File: src/rtl/imem_loader.sv
// rtl/imem_loader.sv - boot-time byte-stream loader for the instruction memory
// Assembles big-endian words, writes them to imem and releases cpu_reset once the XOR checksum matches.
module imem_loader #(
  parameter int ADDR_W = 6
) (
  input  logic              clk,
  input  logic              reset,
  input  logic              rx_valid,
  input  logic [7:0]        rx_data,
  output logic              rx_ready,
  input  logic              reload,
  output logic              imem_we,
  output logic [ADDR_W-1:0] imem_addr,
  output logic [31:0]       imem_wd,
  output logic              cpu_reset,
  output logic              done,
  output logic              error
);

  typedef enum logic [2:0] {S_HDR, S_DATA, S_CHK, S_DONE, S_ERR} state_e;

  localparam logic [31:0]     MAX_WORDS = 32'(1) << ADDR_W;
  localparam logic [ADDR_W:0] CNT_ONE   = (ADDR_W+1)'(1);

  state_e            state_q, state_d;
  logic [ADDR_W:0]   n_q, n_d;
  logic [ADDR_W:0]   word_cnt_q, word_cnt_d;
  logic [1:0]        byte_cnt_q, byte_cnt_d;
  logic [7:0]        acc_q, acc_d;
  logic [23:0]       asm_q, asm_d;
  logic              we_q, we_d;
  logic [ADDR_W-1:0] addr_q, addr_d;
  logic [31:0]       wd_q, wd_d;
  logic              cpu_reset_q, cpu_reset_d;
  logic              done_q, done_d;
  logic              error_q, error_d;

  logic              accept;
  logic              hdr_bad;
  logic [ADDR_W:0]   word_cnt_inc;

  assign rx_ready     = (state_q == S_HDR) || (state_q == S_DATA) || (state_q == S_CHK);
  assign accept       = rx_valid & rx_ready;
  assign hdr_bad      = (rx_data == 8'd0) || (32'(rx_data) > MAX_WORDS);
  assign word_cnt_inc = word_cnt_q + CNT_ONE;

  always_comb begin
    state_d    = state_q;
    n_d        = n_q;
    word_cnt_d = word_cnt_q;
    byte_cnt_d = byte_cnt_q;
    acc_d      = acc_q;
    asm_d      = asm_q;
    we_d       = 1'b0;
    addr_d     = addr_q;
    wd_d       = wd_q;

    unique case (state_q)
      S_HDR: begin
        if (accept) begin
          if (hdr_bad) begin
            state_d = S_ERR;
          end else begin
            state_d    = S_DATA;
            n_d        = (ADDR_W+1)'(rx_data);
            word_cnt_d = '0;
            byte_cnt_d = '0;
            acc_d      = rx_data;
          end
        end
      end
      S_DATA: begin
        if (accept) begin
          asm_d      = {asm_q[15:0], rx_data};
          acc_d      = acc_q ^ rx_data;
          byte_cnt_d = byte_cnt_q + 2'd1;
          if (byte_cnt_q == 2'd3) begin
            we_d       = 1'b1;
            addr_d     = word_cnt_q[ADDR_W-1:0];
            wd_d       = {asm_q, rx_data};
            word_cnt_d = word_cnt_inc;
            if (word_cnt_inc == n_q) begin
              state_d = S_CHK;
            end
          end
        end
      end
      S_CHK: begin
        if (accept) begin
          state_d = (rx_data == acc_q) ? S_DONE : S_ERR;
        end
      end
      S_DONE, S_ERR: begin
        if (reload) begin
          state_d = S_HDR;
        end
      end
      default: state_d = S_HDR;
    endcase

    // Status outputs follow the state being entered so they settle on the same edge.
    cpu_reset_d = (state_d != S_DONE);
    done_d      = (state_d == S_DONE);
    error_d     = (state_d == S_ERR);
  end

  always_ff @(posedge clk or posedge reset) begin
    if (reset) begin
      state_q     <= S_HDR;
      n_q         <= '0;
      word_cnt_q  <= '0;
      byte_cnt_q  <= '0;
      acc_q       <= '0;
      asm_q       <= '0;
      we_q        <= 1'b0;
      addr_q      <= '0;
      wd_q        <= '0;
      cpu_reset_q <= 1'b1;
      done_q      <= 1'b0;
      error_q     <= 1'b0;
    end else begin
      state_q     <= state_d;
      n_q         <= n_d;
      word_cnt_q  <= word_cnt_d;
      byte_cnt_q  <= byte_cnt_d;
      acc_q       <= acc_d;
      asm_q       <= asm_d;
      we_q        <= we_d;
      addr_q      <= addr_d;
      wd_q        <= wd_d;
      cpu_reset_q <= cpu_reset_d;
      done_q      <= done_d;
      error_q     <= error_d;
    end
  end

  assign imem_we   = we_q;
  assign imem_addr = addr_q;
  assign imem_wd   = wd_q;
  assign cpu_reset = cpu_reset_q;
  assign done      = done_q;
  assign error     = error_q;

endmodule

File: config.mk
export PLATFORM = sky130hd
export DESIGN_NAME = imem_loader
export DESIGN_NICKNAME = d
export VERILOG_FILES = /design/src/rtl/imem_loader.sv
export SDC_FILE = /design/constraint.sdc
export NUM_CORES = 1
export LEC_CHECK = 0
export ABC_AREA = 1
export CAP_MARGIN = 20
export CORE_MARGIN = 2
export CORE_UTILIZATION = 55
export DETAILED_ROUTE_END_ITERATION = 10
export PLACE_DENSITY = 0.77
export SKIP_LAST_GASP = 1
export SYNTH_ARGS = -nofsm -noshare
export SYNTH_HDL_FRONTEND = slang
export SYNTH_SLANG_ARGS = --single-unit
export TNS_END_PERCENT = 30
File: constraint.sdc
create_clock -name clk -period 4 [get_ports clk]
set_clock_uncertainty 0.2 [all_clocks]
set_input_delay 0.4 -clock clk [delete_from_list [all_inputs] [get_ports clk]]
set_output_delay 0.4 -clock clk [all_outputs]
set_load 0.01 [all_outputs]
==> metrics.cfg <==
[clock_network]
cts_tree = yes
post_cts_buffers = 0
clk-insertion-delay-late_ps = 370
cts_resized = 0
postCtsHoldBufs = 0
clk_pin_slew_worst_paths_ps = 100
clockRootBuffer = clkbuf_8
cts_inserted_buffers = 9
clock_path_buffers = 2
clock-sinks = 93
h-tree-depth = 3

[worst_setup_path]
cpPeakStageDelay_ps = 510
crit_path_end_kind = flip-flop
cp-start-kind = flip-flop
r2r_slack_ps = 1440
crit_chain = nor2_1 > nand2_1 > nor2_4 > inv_2 > nor2_8 > inv_2 > buf_4 > nand2_1 > o21ai_1
cpMaxStageDelayCell = nand2_1
cp.arrival_ps = 2650
cp_max_fo = 38
crit_type = flip-flop to flip-flop
cp.required_ps = 4090

[sta]
rsz0062_at_grt = false
slew_violations = 0
max_slew_margin = 0.416
finalHoldViolations = 0
period_share = 0.641
final.min_clock_period_ps = 2560
worst_pin_slew_ps = 874
fmax_ghz = 0.390
fin_tns_setup_ps = 0
final-setup-viol-count = 0

[global_routing]
antenna_found_initial = 0
grt_pass1_wl_mm = 15.0
grt_pass1_vias = 3176
overflow = 0
grt_usage = 0.225
grt_start_max_net_pins = 54

[detailed_routing]
drt_iter0_markers = 199
drtAntennaViolNets = 0
vias = 3372
drc = 0
via_per_inst = 5.07
dr.pass1.iters = 4
routed_wirelength_mm = 8.53
post_drt_wl_per_cell_um = 12.8

[finish]
antenna_cells = 0
fin_util = 0.683
fin_nets = 575
fin_cells = 665
drive_above_1_share = 0.0565
nFillCells = 642
areaGrowthSynthToFinish_pct = 19.6
mostFrequentLayoutCell = nand2_1
final_cell_mix = nand2_1 (183), dfrtp_1 (92), inv_1 (66)

[die]
die-area_um2 = 8280
rows = 31
initial_utilization = 0.571
die_x_um = 91.0
core_um2 = 7290
ios = 55
die_height_um = 91.0

[job]
maxCapViolCount = 0

[place]
dp_hpwl_mm = 6.07
port_buffers = 54
dp.cells = 649
place_congestion = 0.892

[yosys]
synth_cell_types = 28
synth_cells = 508
avgSynthCellArea_um2 = 8.20
synth_area_um2 = 4160
syn-num-nets = 522
ys_ff_latch = 93
synth_warnings = 0
yosysSeqAreaShare = 0.559

[power]
p_per_area_nw_per_um2 = 713
p_leak_nw = 2.47
ir_worst_vdd_mv = 0.355

[min_path]
hold_class = flip-flop to flip-flop

[outcome]
status = completed

[final timing paths]
check | startpoint | endpoint | cells past startpoint
max | state_q[2] | imem_wd[16] | 9
min | asm_q[3] | asm_q[11] | 2
max reg2reg | state_q[2] | imem_wd[16] | 9
min reg2reg | asm_q[3] | asm_q[11] | 2
max in group asynchronous | reset | asm_q[21] | 3
min in group asynchronous | reset | imem_addr[0] | 2
[routing by layer]
layer  vias up  share of wire  track usage
met1      1575           0.47        0.324
met3         8          0.053       0.0481
met4         0          0.011       0.0619
met2        93           0.46        0.347
met5         -              0            0
li1       1696              -            -
[cell usage after synthesis (all sizes together)]
| master | number | share of area |
|---|---|---|
| nand4 | 4 | 0.0060 |
| o311ai | 2 | 0.0042 |
| nor2 | 18 | 0.024 |
| a21oi | 2 | 0.0024 |
| ha | 2 | 0.0060 |
| nor3b | 1 | 0.0018 |
| xnor2 | 1 | 0.0021 |
| inv | 69 | 0.062 |
| o21ai | 83 | 0.10 |
| nand2 | 184 | 0.17 |
| nor3 | 1 | 0.0012 |
| dfstp | 1 | 0.0063 |
| buf | 14 | 0.020 |
| xor2 | 1 | 0.0021 |
| nand3 | 27 | 0.032 |
| clkbuf | 3 | 0.0027 |
| or2 | 2 | 0.0030 |
| nand3b | 1 | 0.0018 |
| dfrtp | 92 | 0.55 |
[through the flow]
step / hold slack (ps) / setup slack, ps / area, um2 / total power (W)
finish: 284 / 1440 / 4980 / 0.00355
global route: 302 / 1150 / 4980 / 0.00383
CTS: 291 / 1450 / 4980 / 0.00357
detailed placement: 272 / 1490 / 4770 / 0.00292
global placement: 258 / 1500 / 4770 / 0.00287
floorplan: 246 / 981 / 4160 / 0.00232
[registers in the layout, summed over array words and instances, names as in the netlist, 2 cells and up]
register,cells
byte_cnt_q,2
imem_wd,32
word_cnt_q,7
asm_q,24
n_q,7
acc_q,8
state_q,3
imem_addr,6
[area by class of cell]
class                   instances  area (um2)  share of cell area
inverters                      69         260              0.0523
flip-flops and latches         93        2330               0.468
clock inverters                 7        83.8              0.0168
repair buffers                 59         578               0.116
multi-input cells             329        1480               0.297
clock buffers                   9         124              0.0249
well taps                      99         124              0.0249
[logic make-up (layout without fill, tap and decap cells)]
| kind of cell | after synthesis | in the layout | synth area share |
|---|---|---|---|
| xor+xnor | 2 | 2 | 0.00421 |
| compound gates | 87 | 87 | 0.109 |
| fa+ha+maj | 2 | 2 | 0.00601 |
| buf+inv | 86 | 144 | 0.0850 |
| simple gates | 238 | 238 | 0.236 |
| flops | 93 | 93 | 0.559 |
[where the power goes]
part	total, W	internal (W)	switching [W]
logic	0.00132	0.000623	0.000696
registers	0.00158	0.00134	0.000247
clock network	0.000646	0.000298	0.000348
total	0.00355	0.00226	0.00129
[critical path, delay by kind of cell (launching register included)]
kind | cells | cell delay, ps
AO/OA/AOI/OAI | 1 | 80
buffers and inverters | 3 | 910
flip-flops | 1 | 480
AND/OR/NAND/NOR | 5 | 810
Power figures use the tool's default switching activity.
